==> config.mk <==
export PLATFORM = sky130hd
export DESIGN_NAME = timer_scheduler_flat
export DESIGN_NICKNAME = d
export VERILOG_FILES = /design/src/rtl/timer_scheduler_if.sv /design/src/rtl/timer_scheduler.sv /design/src/flat_wrapper.sv
export SDC_FILE = /design/constraint.sdc
export NUM_CORES = 1
export LEC_CHECK = 0
export CAP_MARGIN = 20
export CORE_MARGIN = 2
export CORE_UTILIZATION = 43
export DETAILED_ROUTE_END_ITERATION = 10
export PLACE_DENSITY = 0.94
export SYNTH_ARGS = -nofsm -noshare
export SYNTH_HDL_FRONTEND = slang
export SYNTH_SLANG_ARGS = --single-unit
==> constraint.sdc <==
create_clock -name clk -period 3.4 [get_ports clk]
set_clock_uncertainty 0.05 [all_clocks]
set_input_delay 0.85 -clock clk [delete_from_list [all_inputs] [get_ports clk]]
set_output_delay 0.85 -clock clk [all_outputs]
set_load 0.02 [all_outputs]
==> src/rtl/timer_scheduler_if.sv <==
// Bundle between the timer scheduler, its two requesters and the shared countdown timer.
// The slave side is the scheduler; the master side is the requesters plus the timer.
interface timer_scheduler_if #(
  parameter int MAX_MS = 2047
);
  localparam int W = $clog2(MAX_MS);

  logic [1:0]   req;
  logic [W-1:0] req_ms0;
  logic [W-1:0] req_ms1;
  logic [1:0]   abort;
  logic [1:0]   grant;
  logic [1:0]   done;
  logic         busy;
  logic         tmr_stop;
  logic         tmr_enable;
  logic [W-1:0] tmr_start_value;
  logic [W-1:0] tmr_value;

  modport master (
    output req, req_ms0, req_ms1, abort, tmr_value,
    input  grant, done, busy, tmr_stop, tmr_enable, tmr_start_value
  );

  modport slave (
    input  req, req_ms0, req_ms1, abort, tmr_value,
    output grant, done, busy, tmr_stop, tmr_enable, tmr_start_value
  );
endinterface

==> src/rtl/timer_scheduler.sv <==
// Round-robin arbiter that hands one shared countdown timer to two requesters.
// Every output is a register written by the single state machine below.
module timer_scheduler #(
  parameter int MAX_MS = 2047
) (
  input  logic               clk,
  input  logic               rst_n,
  timer_scheduler_if.slave   bus
);
  localparam int W = $clog2(MAX_MS);

  typedef enum logic [1:0] {
    IDLE = 2'd0,
    LOAD = 2'd1,
    RUN  = 2'd2,
    DONE = 2'd3
  } state_t;

  state_t       state;
  logic         owner;
  logic         last_grant;
  logic [W-1:0] ms_q;
  logic [1:0]   grant_q;
  logic [1:0]   done_q;
  logic         busy_q;
  logic         stop_q;
  logic         enable_q;

  logic         winner;
  logic         owner_abort;

  function automatic logic [1:0] onehot(input logic idx);
    return idx ? 2'b10 : 2'b01;
  endfunction

  // A tie goes to whoever was not served last; a single request wins outright.
  always_comb begin
    winner = bus.req[1];
    if (bus.req == 2'b11) winner = ~last_grant;
  end

  assign owner_abort = bus.abort[owner];

  always_ff @(posedge clk or negedge rst_n) begin
    if (!rst_n) begin
      state      <= IDLE;
      owner      <= 1'b0;
      last_grant <= 1'b1;
      ms_q       <= '0;
      grant_q    <= 2'b00;
      done_q     <= 2'b00;
      busy_q     <= 1'b0;
      stop_q     <= 1'b1;
      enable_q   <= 1'b0;
    end else begin
      case (state)
        IDLE: begin
          if (bus.req != 2'b00) begin
            state   <= LOAD;
            owner   <= winner;
            ms_q    <= winner ? bus.req_ms1 : bus.req_ms0;
            grant_q <= onehot(winner);
            busy_q  <= 1'b1;
          end
        end

        LOAD: begin
          if (owner_abort) begin
            state      <= IDLE;
            last_grant <= owner;
            grant_q    <= 2'b00;
            busy_q     <= 1'b0;
          end else begin
            state    <= RUN;
            stop_q   <= 1'b0;
            enable_q <= 1'b1;
          end
        end

        // An abort arriving together with expiry still cancels the interval.
        RUN: begin
          if (owner_abort) begin
            state      <= IDLE;
            last_grant <= owner;
            grant_q    <= 2'b00;
            busy_q     <= 1'b0;
            stop_q     <= 1'b1;
            enable_q   <= 1'b0;
          end else if (bus.tmr_value == '0) begin
            state    <= DONE;
            done_q   <= onehot(owner);
            stop_q   <= 1'b1;
            enable_q <= 1'b0;
          end
        end

        DONE: begin
          state      <= IDLE;
          last_grant <= owner;
          done_q     <= 2'b00;
          grant_q    <= 2'b00;
          busy_q     <= 1'b0;
        end

        default: state <= IDLE;
      endcase
    end
  end

  assign bus.grant           = grant_q;
  assign bus.done            = done_q;
  assign bus.busy            = busy_q;
  assign bus.tmr_stop        = stop_q;
  assign bus.tmr_enable      = enable_q;
  assign bus.tmr_start_value = ms_q;
endmodule

==> src/flat_wrapper.sv <==
// flat-port wrapper written by rule: the top's interface ports become plain ports
module timer_scheduler_flat 
#(
  parameter int MAX_MS = 2047
)
  (clk, rst_n, bus_req, bus_req_ms0, bus_req_ms1, bus_abort, bus_tmr_value, bus_grant, bus_done, bus_busy, bus_tmr_stop, bus_tmr_enable, bus_tmr_start_value);
  timer_scheduler_if #(.MAX_MS(MAX_MS)) bus_i ();
  input  logic clk;
  input  logic rst_n;
  input wire logic [$bits(bus_i.req)-1:0] bus_req;
  input wire logic [$bits(bus_i.req_ms0)-1:0] bus_req_ms0;
  input wire logic [$bits(bus_i.req_ms1)-1:0] bus_req_ms1;
  input wire logic [$bits(bus_i.abort)-1:0] bus_abort;
  input wire logic [$bits(bus_i.tmr_value)-1:0] bus_tmr_value;
  output wire logic [$bits(bus_i.grant)-1:0] bus_grant;
  output wire logic [$bits(bus_i.done)-1:0] bus_done;
  output wire logic [$bits(bus_i.busy)-1:0] bus_busy;
  output wire logic [$bits(bus_i.tmr_stop)-1:0] bus_tmr_stop;
  output wire logic [$bits(bus_i.tmr_enable)-1:0] bus_tmr_enable;
  output wire logic [$bits(bus_i.tmr_start_value)-1:0] bus_tmr_start_value;
  assign bus_i.req = bus_req;
  assign bus_i.req_ms0 = bus_req_ms0;
  assign bus_i.req_ms1 = bus_req_ms1;
  assign bus_i.abort = bus_abort;
  assign bus_i.tmr_value = bus_tmr_value;
  assign bus_grant = bus_i.grant;
  assign bus_done = bus_i.done;
  assign bus_busy = bus_i.busy;
  assign bus_tmr_stop = bus_i.tmr_stop;
  assign bus_tmr_enable = bus_i.tmr_enable;
  assign bus_tmr_start_value = bus_i.tmr_start_value;
  timer_scheduler #(.MAX_MS(MAX_MS)) u_core (.clk(clk), .rst_n(rst_n), .bus(bus_i));
endmodule
# --- Word-level counts from Yosys, hierarchy flattened ---
# Cells that the tools add are included.
op_classes:
  n_lt_le_gt_ge: 1
  eq_ne: 10
  muxes: 30
  n_bitwise: 1
  reduce_logical: 13
ops:
  columns: ["cell", "count"]
  rows:
  - ["2-bit 2-to-1 mux", 10]
  - ["1-bit 2-to-1 mux", 12]
  - ["11-bit zero test", 1]
  - ["11-bit 2-to-1 mux", 1]
  - ["2-bit case mux with 4 select lines", 1]
  - ["2-bit AND reduction", 4]
  - ["2-bit nonzero test", 4]
  - ["2-bit == test, second input constant", 3]
  - ["2-bit by 1-bit != test with 1-bit output, second input constant", 3]
  - ["1-bit case mux with 2 select lines", 3]
  - ["2-bit case mux with 3 select lines", 1]
  - ["3-bit AND reduction", 2]
  - ["2-bit != test, second input constant", 2]
  - ["2-bit case mux with 2 select lines", 1]
  - ["3-bit by 1-bit != test with 1-bit output, second input constant", 1]
  - ["1-bit case mux with 3 select lines", 1]
  - ["2-bit by 1-bit == test with 1-bit output, second input constant", 1]
  - ["2-bit zero test", 1]
  - ["1-bit by 2-bit less-than comparator with 1-bit output, second input constant", 1]
  - ["2-bit OR reduction", 1]
  - ["1-bit NOT", 1]
word_totals:
  regBits: 22
  output_inout_bits: 18
  elab_cells: 64

# --- Longest topological paths before layout ---
depth:
  depth_word: 5
  ltp_mapped: 6
  depth_no_buf: 5

# --- Least setup slack after synthesis ---
# No wires, ideal clock.
synth_path:
  path_type: "input port to flip-flop"
  startpoint: "input bus_tmr_value[2]"
  endpoint: "register u_core.done_q[0], in the netlist u_core.bus.done[0]"
  t_arrival_ns: 1.696
  t_required_ns: 3.223
  path_slack_ns: 1.528
  path_stages: 3
  cell_sequence: "nor4_4 -> nand4_2 -> a311o_2"
synth_via:
  elab_chain_len: 3
synth_lines:
  columns: ["item", "line", "source"]
  rows:
  - ["start, declared", "flat_wrapper.sv:14", "input wire logic [$bits(bus_i.tmr_value)-1:0] bus_tmr_value;"]
  - ["11-bit zero test", "timer_scheduler.sv:89", "end else if (bus.tmr_value == '0) begin"]
  - ["2-bit by 1-bit != test with 1-bit output (no source line)", null, null]
  - ["3-bit AND reduction (no source line)", null, null]
  - ["end signal, assigned", "timer_scheduler.sv:91", "done_q <= onehot(owner);"]
  - ["end, declared", "timer_scheduler.sv:24", "logic [1:0] done_q;"]
# Every way passes these cells.
# A chain may end at the register's enable or synchronous reset.

# --- Worst setup path in the final report ---
layout_path:
  startpoint: "register u_core.stop_q, in the netlist u_core.bus.tmr_stop"
  endpoint: "output bus_tmr_stop"
layout_lines:
  columns: ["item", "line", "source"]
  rows:
  - ["start, declared", "timer_scheduler.sv:26", "logic stop_q;"]
  - ["start signal, assigned", "timer_scheduler.sv:53", "stop_q <= 1'b1;"]
  - ["start signal, assigned", "timer_scheduler.sv:75", "stop_q <= 1'b0;"]
  - ["start signal, assigned", "timer_scheduler.sv:87", "stop_q <= 1'b1;"]
  - ["end, declared", "flat_wrapper.sv:18", "output wire logic [$bits(bus_i.tmr_stop)-1:0] bus_tmr_stop;"]
# No word-level cell between the ends.

==> results.md <==
* Synthesis Warnings at 0
* Final Cycle Share at 68.7%
* Syn Area/Cell at 10.7 µm²
* Vias per cell at 5.51
* Worst Path Required at 2.50 ns
* Primary FF master, synth: dfrtp_1
* Count leader, synth: dfrtp_1
* EDFF count, synth at 0
* Synth top cells by count: dfrtp_1 (20), nand2_1 (18), o21ai_0 (14)
* Routed WL at 2760 µm
* Synthesized Nets at 151
* Vias in the first global route at 1091
* Fmax achieved at 428 MHz
* Leak at 0.754 nW
* Yosys reg bits at 22
* Rows at 18
* Initial Util at 46.0%
* Critical Path Sink Type: output pin
* Minimum clock period at 2.34 ns
* Fin Hold WS at 0.429 ns
* Post-synthesis sequential area ratio at 47.7%
* Max VDD drop at 0.000490 V
* Synth area leader: dfrtp_1
* Cts repair resizes at 0
* Vias at 1075
* Arrival time worst endpoint at 1.44 ns
* Crit path max-delay family: buffers and inverters
* Die height at 55.9 µm
* Number of nets still failing antenna checks after routing at 0
* Top cells by area, synth: dfrtp_1 (43%), mux2i_1 (9.5%), o21ai_0 (6.0%)
* First-pass DRT Iterations at 5
* CTS tree: yes
* Min-Delay Path Class: reg -> reg
* Die Area at 3130 µm²
* Total of max-cap violations at 0
* Clk sinks at 22
* CTS Buf Count at 3
* Clock-pin slew on the worst setup and hold paths at 0.11 ns
* Initial antenna violation count at 0
* CTS Root Cell: clkbuf_4
* CP peak stage delay at 0.60 ns
* Post-Synthesis Cells at 108
* Share of cells above drive strength 1 at 10.3%
* Ys async rst share at 100%
* Pwr dens at 739 nW/µm²
* Setup Buffers After CTS at 0
* Slew @ Worst Pin at 0.987 ns
* HPWL after DPL at 2260 µm
* DRT iter0 DRCs at 12
* Final slew viol count at 0
* Synth cell types at 29
* Final setup fails at 0
* GPL Wtd Cong at 0.803
* Ant diodes at 0
* GR Overflow Total at 0
* Slowest cell on crit path: clkdlybuf4s50_1
* Worst setup SP type: flip-flop
* Buffer and inverter count on the worst path at 1
* DRC viols at 0
* H-tree Lvls at 1
* Share of the synthesized area in the top cell type at 43.1%
* Synth Cell Area at 1160 µm²
* Maximum fanout along the worst path at 3
* RSZ-0062 raised after global routing: false
* DR WL/cell at 14.1 µm
* Nets at 210
* Tot GR Track Use at 19.0%
* Die W at 55.9 µm
* Floorplan Core Area at 2520 µm²
* Layout area overhead at 52.9%
* Setup TNS at 0 ns
* Critical path type: reg -> out
* Status: finished clean
* CP cell instances: clkdlybuf4s50_1
* # IOs at 57
* Largest net degree at the start of global routing at 25
* Max transition margin at 34.0%
* Maximum clock path buffer count at 2
* Post-CTS Hold Buffers at 0
* Global-route wire length before repair at 4740 µm
* Final hold violation count at 0
* Number of port buffers at 56
* Worst skew pair latency at 0.29 ns
-- area by class of cell --
| class | instances | area (µm²) |
|---|---|---|
| repair buffers | 58 | 576 |
| multi-input cells | 78 | 569 |
| clock buffers | 3 | 22.5 |
| inverters | 4 | 15.0 |
| fillers | 197 | 749 |
| flip-flops and latches | 22 | 553 |
| well taps | 30 | 37.5 |
-- where the power goes --
| part | internal [mW] | switching, mW | total (mW) | leakage (nW) |
|---|---|---|---|---|
| Sequential | 0.387 | 0.0820 | 0.469 | 0.269 |
| Clock | 0.0411 | 0.0708 | 0.112 | 0.0138 |
| Combinational | 0.351 | 0.378 | 0.729 | 0.471 |
| Total | 0.779 | 0.531 | 1.31 | 0.754 |
-- cells by family (layout without fill, tap and decap cells) --
logic type	Yosys count	after routing	synth area share (%)
AOI/OAI and AO/OA	30	30	17.0
and+or+nand+nor	30	30	15.1
DFF	22	22	47.7
muxes	14	14	12.6
buffers and inverters	8	65	3.24
adders and majority gates	4	4	4.32
-- placed cells by master, fill, tap and decap left out, drive strengths merged, types with 3 or more instances in the layout --
cell type	instances
inv	4
clkbuf	3
dfrtp	20
mux2i	12
a22o	4
nand2	18
o21ai	16
a21oi	3
clkdlybuf4s50	56
ha	4
-- metrics by stage --
| step | std cells | util [%] | instance area (µm²) | setup WS (ns) | power [mW] |
|---|---|---|---|---|---|
| 3_3_place_gp | 192 | 69.4 | 1750 | 1.01 | 1.17 |
| 3_5_place_dp | 192 | 69.4 | 1750 | 0.954 | 1.21 |
| 2_1_floorplan | 108 | - | 1160 | 1.53 | 0.885 |
| 4_1_cts | 195 | 70.3 | 1770 | 1.05 | 1.32 |
| 6_report | 195 | 70.3 | 1770 | 1.06 | 1.31 |
| 5_1_grt | 195 | 70.3 | 1770 | 1.01 | 1.41 |
-- final timing paths --
path | start | endpoint | slack (ns) | depth (start not counted)
worst max-delay path | u_core.bus.tmr_stop$_DFFE_PN1P_ | bus_tmr_stop | 1.06 | 1
worst min-delay path | u_core.bus.tmr_stop$_DFFE_PN1P_ | u_core.bus.tmr_stop$_DFFE_PN1P_ | 0.43 | 2
worst max register to register | u_core.owner$_DFFE_PN0P_ | u_core.bus.done[0]$_DFFE_PN0P_ | 1.71 | 3
worst min register to register | u_core.bus.tmr_stop$_DFFE_PN1P_ | u_core.bus.tmr_stop$_DFFE_PN1P_ | 0.43 | 2
max in group asynchronous | rst_n | u_core.state[0]$_DFFE_PN0P_ | 1.66 | 1
min in group asynchronous | rst_n | u_core.bus.done[1]$_DFFE_PN0P_ | 1.04 | 1
-- routing by layer --
layer  up-vias  wire (µm)  GRT usage (%)
met5         -          0              0
met4         0         11           3.06
met3         2        293           6.28
met2        56       1430           36.2
met1       509       1020           20.7
li1        508          -              -
-- registers in the layout, indices dropped and copies added, names as in the netlist --
signal                      count
u_core.bus.grant                2
u_core.owner                    1
u_core.bus.tmr_enable           1
u_core.bus.tmr_start_value     11
u_core.state                    2
u_core.last_grant               1
u_core.bus.tmr_stop             1
u_core.bus.done                 2
u_core.bus.busy                 1
(Power assumes the default switching activity.)
